$ cat src/rtl/fifosync_pkg.sv
// Shared constants and pointer-compare helpers for the fifo_sync queue.
// Helpers take zero-extended pointers plus the address width so any depth can share them.
package fifosync_pkg;

    localparam int FIFOSYNC_DATA_WIDTH = 32;
    localparam int FIFOSYNC_ADDR_WIDTH = 6;
    localparam int PTR_EXT_W           = 32;

    typedef logic [PTR_EXT_W-1:0] ptr_ext_t;

    function automatic ptr_ext_t ptr_mask(input int aw);
        return (ptr_ext_t'(1) << aw) - ptr_ext_t'(1);
    endfunction

    // Occupancy is the pointer difference modulo 2**(aw+1).
    function automatic ptr_ext_t ptr_count(input ptr_ext_t w, input ptr_ext_t r, input int aw);
        return (w - r) & ptr_mask(aw + 1);
    endfunction

    function automatic logic ptr_empty(input ptr_ext_t w, input ptr_ext_t r);
        return w == r;
    endfunction

    // A difference of exactly 2**aw means equal low bits with opposite wrap bits.
    function automatic logic ptr_full(input ptr_ext_t w, input ptr_ext_t r, input int aw);
        return ptr_count(w, r, aw) == (ptr_ext_t'(1) << aw);
    endfunction

endpackage

$ cat src/rtl/fifosync_mem.sv
// Two-port storage: synchronous write, asynchronous read, no reset.
// Zero read latency; no backpressure of its own.
module fifosync_mem #(
    parameter int ADDRESS_WIDTH = 6,
    parameter int DATA_WIDTH    = 32
) (
    input  logic                     clk_i,
    input  logic                     we_i,
    input  logic [ADDRESS_WIDTH-1:0] waddr_i,
    input  logic [DATA_WIDTH-1:0]    wdata_i,
    input  logic [ADDRESS_WIDTH-1:0] raddr_i,
    output logic [DATA_WIDTH-1:0]    rdata_o
);

    logic [DATA_WIDTH-1:0] mem_q [2**ADDRESS_WIDTH];

    always_ff @(posedge clk_i) begin
        if (we_i) begin
            mem_q[waddr_i] <= wdata_i;
        end
    end

    assign rdata_o = mem_q[raddr_i];

endmodule

$ cat src/rtl/fifo_sync.sv
// Single-clock FWFT FIFO with count, almost flags, flush; sticky ovf/udf under FIFOSYNC_STICKY_ERR_EN.
// Push-to-head latency 1 cycle; pushes while full are dropped unless paired with a pop.
module fifo_sync
    import fifosync_pkg::*;
#(
    parameter int DATA_WIDTH    = FIFOSYNC_DATA_WIDTH,
    parameter int ADDRESS_WIDTH = FIFOSYNC_ADDR_WIDTH,
    parameter int AFULL_THRESH  = 2**ADDRESS_WIDTH - 4,
    parameter int AEMPTY_THRESH = 4
) (
    input  logic                   fifosync_clk_i,
    input  logic                   fifosync_rstn_i,
    input  logic                   fifosync_clear_i,
    input  logic                   fifosync_push_i,
    input  logic [DATA_WIDTH-1:0]  fifosync_data_i,
    input  logic                   fifosync_pop_i,
    output logic [DATA_WIDTH-1:0]  fifosync_data_o,
    output logic                   fifosync_full_o,
    output logic                   fifosync_empty_o,
    output logic                   fifosync_afull_o,
    output logic                   fifosync_aempty_o,
    output logic [ADDRESS_WIDTH:0] fifosync_count_o,
    output logic                   fifosync_ovf_o,
    output logic                   fifosync_udf_o
);

    typedef logic [ADDRESS_WIDTH:0] ptr_t;

    localparam ptr_t AFULL_T  = ptr_t'(AFULL_THRESH);
    localparam ptr_t AEMPTY_T = ptr_t'(AEMPTY_THRESH);

    ptr_t wptr_q, wptr_d, rptr_q, rptr_d;
    ptr_t count;
    logic full, empty, push_acc, pop_acc;

    assign count = ptr_t'(ptr_count(ptr_ext_t'(wptr_q), ptr_ext_t'(rptr_q), ADDRESS_WIDTH));
    assign full  = ptr_full(ptr_ext_t'(wptr_q), ptr_ext_t'(rptr_q), ADDRESS_WIDTH);
    assign empty = ptr_empty(ptr_ext_t'(wptr_q), ptr_ext_t'(rptr_q));

    // A pop alongside a push while full frees the slot the push lands in.
    assign push_acc = fifosync_push_i & (~full | fifosync_pop_i);
    assign pop_acc  = fifosync_pop_i & ~empty;

    always_comb begin
        wptr_d = wptr_q;
        rptr_d = rptr_q;
        if (fifosync_clear_i) begin
            wptr_d = '0;
            rptr_d = '0;
        end else begin
            if (push_acc) wptr_d = wptr_q + ptr_t'(1);
            if (pop_acc)  rptr_d = rptr_q + ptr_t'(1);
        end
    end

    always_ff @(posedge fifosync_clk_i or negedge fifosync_rstn_i) begin
        if (!fifosync_rstn_i) begin
            wptr_q <= '0;
            rptr_q <= '0;
        end else begin
            wptr_q <= wptr_d;
            rptr_q <= rptr_d;
        end
    end

    fifosync_mem #(
        .ADDRESS_WIDTH (ADDRESS_WIDTH),
        .DATA_WIDTH    (DATA_WIDTH)
    ) u_mem (
        .clk_i   (fifosync_clk_i),
        .we_i    (push_acc & ~fifosync_clear_i),
        .waddr_i (wptr_q[ADDRESS_WIDTH-1:0]),
        .wdata_i (fifosync_data_i),
        .raddr_i (rptr_q[ADDRESS_WIDTH-1:0]),
        .rdata_o (fifosync_data_o)
    );

    assign fifosync_count_o  = count;
    assign fifosync_full_o   = full;
    assign fifosync_empty_o  = empty;
    assign fifosync_afull_o  = count >= AFULL_T;
    assign fifosync_aempty_o = count <= AEMPTY_T;

`ifdef FIFOSYNC_STICKY_ERR_EN
    logic ovf_q, ovf_d, udf_q, udf_d;

    always_comb begin
        ovf_d = ovf_q | (fifosync_push_i & full & ~fifosync_pop_i);
        udf_d = udf_q | (fifosync_pop_i & empty & ~fifosync_push_i);
        if (fifosync_clear_i) begin
            ovf_d = 1'b0;
            udf_d = 1'b0;
        end
    end

    always_ff @(posedge fifosync_clk_i or negedge fifosync_rstn_i) begin
        if (!fifosync_rstn_i) begin
            ovf_q <= 1'b0;
            udf_q <= 1'b0;
        end else begin
            ovf_q <= ovf_d;
            udf_q <= udf_d;
        end
    end

    assign fifosync_ovf_o = ovf_q;
    assign fifosync_udf_o = udf_q;
`else
    assign fifosync_ovf_o = 1'b0;
    assign fifosync_udf_o = 1'b0;
`endif

endmodule
$ cat config.mk
export PLATFORM = sky130hd
export DESIGN_NAME = fifo_sync
export DESIGN_NICKNAME = d
export VERILOG_FILES = /design/src/rtl/fifosync_pkg.sv /design/src/rtl/fifosync_mem.sv /design/src/rtl/fifo_sync.sv
export SDC_FILE = /design/constraint.sdc
export NUM_CORES = 2
export LEC_CHECK = 0
export BUFFER_PORTS_ARGS = -buffer_cell sky130_fd_sc_hd__buf_4
export CELL_PAD_IN_SITES_DETAIL_PLACEMENT = 1
export CELL_PAD_IN_SITES_GLOBAL_PLACEMENT = 2
export CORE_ASPECT_RATIO = 2
export CORE_UTILIZATION = 25
export CTS_CLUSTER_DIAMETER = 100
export DETAILED_ROUTE_END_ITERATION = 10
export GPL_ROUTABILITY_DRIVEN = 0
export HOLD_SLACK_MARGIN = 0.15
export PLACE_DENSITY_LB_ADDON = 0.08
export SETUP_SLACK_MARGIN = 0.15
export SLEW_MARGIN = 20
export SYNTH_ARGS = -nofsm -noshare
export SYNTH_HDL_FRONTEND = slang
export SYNTH_HIERARCHICAL = 1
export SYNTH_SLANG_ARGS = --single-unit
$ cat constraint.sdc
create_clock -name fifosync_clk_i -period 13.6 [get_ports fifosync_clk_i]
set_input_delay 1.36 -clock fifosync_clk_i [delete_from_list [all_inputs] [get_ports fifosync_clk_i]]
set_output_delay 1.36 -clock fifosync_clk_i [all_outputs]
set_load 0.05 [all_outputs]
==> summary by stage <==
Status
The flow ran to the end, and the final reports show no timing, DRC or antenna violations.

Floorplan
The number of placement rows is about 290. The overall die area is ~320000 um2. The height of the chip is between 700 and 800 um. The initial utilization of the core area, before any placement, comes to 0.251. For this design the top-level I/O count stands at between 80 and 90. The floorplan step defined a core boundary enclosing 314000 um2. The floorplan step set the die width to about 400 um.

Timing
Static timing analysis puts the maximum clock frequency at approximately 0.13 GHz. The final worst clock skew is 0.0346 ns. Summed over all failing endpoints, the final setup total negative slack is 0 ns. The final critical-path required period is around 7.7 ns. The number of hold violations in the final report came to 0.

Setup violations remaining at the end of the flow were counted as 0. The final worst-path cycle share is 0.566. The number of max-slew violations in the final report is 0.

The least setup slack across all paths after layout is a little under 6 ns. Setup repair after global routing left no endpoint under its margin. The actual transition at the worst max-transition pin is between 1 and 1.5 ns. In this run the tightest slew margin relative to its limit is 0.262.

Placement
In this run the tool buffered the top-level ports with 79 buffer cells. The post-placement setup slack is roughly 6.6 ns. The total half-perimeter wirelength after legalization and detailed placement is 158 mm.

The cell count after placement is between 7000 and 8000.

Drt
Using the TritonRoute via totals, the vias-per-cell ratio works out to between 4 and 5. The number of DRC markers after the initial detailed-route iteration is approximately 2700. The first detailed-routing pass ran for 5 iterations.

After detailed routing, the total wire length is between 200 and 300 mm. In the routed design, unresolved DRC markers number 0. The overall via count from detail_route is 37255. The post-detailed-route wirelength per cell is between 30 and 40 um. The number of nets still failing antenna checks after routing is 0.

Finish
The layout overhead on the synthesized area is 16.1%. The post-layout instance count excluding filler cells is roughly 7900. The post-layout net count is roughly 3700. Of the cells placed in the final design, the portion with a size suffix greater than 1 is 0.296. Once layout is complete, the utilization of the core stands at 0.292.

Synthesis
The leading area contributor after synthesis is sky130_fd_sc_hd__edfxtp_1. The total of warnings raised by yosys is 6. The average cell area after synthesis is 23.1 um2. The leading register cell type out of synthesis is sky130_fd_sc_hd__edfxtp_1. Of the total synthesized cell area, the portion taken by XOR and XNOR cells is 0.00165. The number of flip-flops and latches in the synthesized netlist is 2062. Of the total synthesized cell area, the portion taken by full adders, half adders and majority gates is 0.00152. After synthesis, the cell types taking the most area are sky130_fd_sc_hd__edfxtp_1, sky130_fd_sc_hd__mux4_2, sky130_fd_sc_hd__mux2i_1. The most numerous cell in the Yosys netlist is sky130_fd_sc_hd__edfxtp_1. The dominant combinational cell family by area after synthesis is multiplexers.

Measured against the total synthesized area, the mux share comes to 0.167. The number of enable flip-flop cells after synthesis is between 2000 and 2500. The share of the Yosys chip area taken by registers is 0.783. The number of unique standard cell types used by synthesis is 52. The combined area of all synthesized cells is approximately 79000 um2. Synthesis produced a netlist whose cell count is roughly 3400.

The commonest cells after synthesis are sky130_fd_sc_hd__edfxtp_1, sky130_fd_sc_hd__mux4_2, sky130_fd_sc_hd__nor2_1. For this run, asynchronously set or reset flops after synthesis account for 0.00679. The portion of synthesized cell area occupied by the leading cell type is 0.779. The compound-gate portion of the synthesized area came to 0.0185. Of the total synthesized cell area, the portion taken by AND, OR, NAND and NOR gates is 0.0154.

Global route
The number of global-route vias before repair came to about 41000. The first global-routing pass estimated 371 mm of wire. For this run the aggregate overflow at the end of global routing stands at 0. The number of antenna violations at the first check in global routing is 15. In the global route stage, overall resource usage came out at 0.175.

Entering global routing, the biggest net connects 83 pins.

Power
Summed over all cells, the static leakage comes to ~0.027 uW. Cell internal power was estimated by the tool at 11100 uW. Summing internal, switching and leakage power gives 14900 uW.

Of the total power, the share spent switching nets is 0.252. The power per standard cell area is roughly 160 nW/um2. The share of total power dissipated in sequential elements is 0.472. The portion of total power attributed to the clock network is 0.377. Across the VDD grid, the largest voltage drop is a little over 0.1 mV. For this design the total switching power over the nets is around 3800 uW. The combinational share of power is 0.151.

CTS
The number of clock sinks is 2062. The clock buffer count from CTS is just under 200. TritonCTS built the clock tree. The H-tree generated during clock tree synthesis spans 4 levels. The clock reaches the later pin of the worst-skew pair after approximately 0.88 ns. The clock slew seen by the registers of the worst setup and hold paths is around 0.070 ns. Counting along the longest clock path gives a buffer depth of 4.

After clock tree synthesis, the flow added hold-fix buffers numbering 0. The post-CTS repair timing setup buffer count is 0. In this run, post-CTS repair resized a total of 0 instances. The root buffer cell chosen for the clock tree is sky130_fd_sc_hd__clkbuf_16.

Setup path
Counting cells, the worst reg-to-reg path comes to 12. The data arrival time of the critical path is between 6 and 7 ns. The critical path is of the register to primary output type. The terminus of the critical flop-to-flop path is u_mem/mem_q[46][30]. The peak fanout along the critical path is 36. In this run the critical register-to-register path is launched from rptr_q[3]. The required time at the worst-slack endpoint is 12.24 ns. The critical path capture point type is a primary output. For flop-to-flop paths, the worst setup slack is approximately 7.6 ns. The kind of launch point of the worst setup path is a register.

Min path
The path class of the tightest hold or removal check is input pin to async pin.

Job
Max-cap violations in this run came to 0.
## power by group through the flow
stage                     clock network [uW]  registers, uW  logic [uW]
final                                   5610           7030        2250
after global placement                     0           7170        2320
after CTS                               5820           7030        2350
after detailed placement                   0           7170        2340
after global routing                    5970           7030        2410
after floorplan                            0           7150        1630
## cell usage in the layout, fill, tap and decap left out, types with 4 or more instances in the layout
cell,instances
sky130_fd_sc_hd__nand2_1,27
sky130_fd_sc_hd__nand3b_1,7
sky130_fd_sc_hd__nor2_4,62
sky130_fd_sc_hd__a41o_1,5
sky130_fd_sc_hd__mux2i_1,95
sky130_fd_sc_hd__clkbuf_1,35
sky130_fd_sc_hd__edfxtp_1,2048
sky130_fd_sc_hd__nand2b_1,7
sky130_fd_sc_hd__diode_2,11
sky130_fd_sc_hd__clkinv_2,47
sky130_fd_sc_hd__bufinv_16,22
sky130_fd_sc_hd__xnor2_1,10
sky130_fd_sc_hd__nor2_1,89
sky130_fd_sc_hd__o21ai_0,4
sky130_fd_sc_hd__o22ai_1,84
sky130_fd_sc_hd__dfrtp_1,9
sky130_fd_sc_hd__nand3_1,11
sky130_fd_sc_hd__ha_1,8
sky130_fd_sc_hd__or3_1,7
sky130_fd_sc_hd__buf_4,201
sky130_fd_sc_hd__a21oi_1,68
sky130_fd_sc_hd__nor3_1,7
sky130_fd_sc_hd__a311oi_1,8
sky130_fd_sc_hd__o221ai_1,27
sky130_fd_sc_hd__nand4_1,4
sky130_fd_sc_hd__dfrtp_4,4
sky130_fd_sc_hd__a22oi_1,12
sky130_fd_sc_hd__clkbuf_16,205
sky130_fd_sc_hd__clkinv_1,33
sky130_fd_sc_hd__inv_1,13
sky130_fd_sc_hd__mux4_2,544
sky130_fd_sc_hd__and3_1,8
sky130_fd_sc_hd__nor2b_1,15
sky130_fd_sc_hd__clkinvlp_4,6
## worst max-delay path by stage
stage / start / end / slack [ns]
finish: rptr_q[0] / fifosync_data_o[1] / 5.91
global route: rptr_q[0] / fifosync_data_o[1] / 5.50
CTS: rptr_q[0] / fifosync_data_o[1] / 5.63
detailed placement: rptr_q[0] / fifosync_data_o[1] / 6.58
global placement: rptr_q[0] / fifosync_data_o[1] / 6.64
floorplan: wptr_q[0] / u_mem/mem_q[48][0] / 7.73
## layer usage
metal  vias to the layer above  share of wire  track usage  routed length, um
met3                       391          0.034       0.0214               9440
met5                         -       0.000064            0                 18
li1                      14992              -            -                  -
met2                       800           0.55        0.332             155000
met1                     21070           0.37        0.197             104000
met4                         2          0.040       0.0664              11200
## worst max-delay path, stage by stage (launching register included)
cell and delay [ns]:
sky130_fd_sc_hd__dfrtp_4 0.71, sky130_fd_sc_hd__buf_4 0.76, sky130_fd_sc_hd__buf_4 0.73, sky130_fd_sc_hd__buf_4 0.71, sky130_fd_sc_hd__mux4_2 0.59, sky130_fd_sc_hd__mux4_2 0.55, sky130_fd_sc_hd__o22ai_1 0.64, sky130_fd_sc_hd__nor2_1 0.28
sky130_fd_sc_hd__buf_4 0.27
## kinds of logic after synthesis
| family | after synthesis |
|---|---|
| multiplexers | 640 |
| AO/OA/AOI/OAI | 223 |
| flip-flops | 2062 |
| adder cells (fa/ha/maj) | 9 |
| other | 1 |
| buffers and inverters | 200 |
| AND/OR/NAND/NOR | 267 |
| XOR/XNOR | 14 |
## through the flow
step                cell area (um2)  hold slack, ns
floorplan                     79000           0.530
global placement              85200           0.571
detailed placement            85300           0.569
CTS                           91600           0.278
global route                  91600           0.312
finish                        91600           0.350
## area by class of cell
cell class	count	area, um2
Antenna cell	11	27.5
Clock buffer	240	5260
Clock inverter	112	1100
Fill cell	31210	223000
Inverter	13	48.8
Multi-Input combinational cell	1155	16700
Sequential cell	2062	61900
Tap cell	4102	5130
Timing Repair Buffer	203	1550
## flip-flops by register name (all words and copies together), names as in the netlist
register	flops
rptr_q	7
u_mem/mem_q	2048
wptr_q	7
No activity file was read; power rests on OpenSTA's default activity.
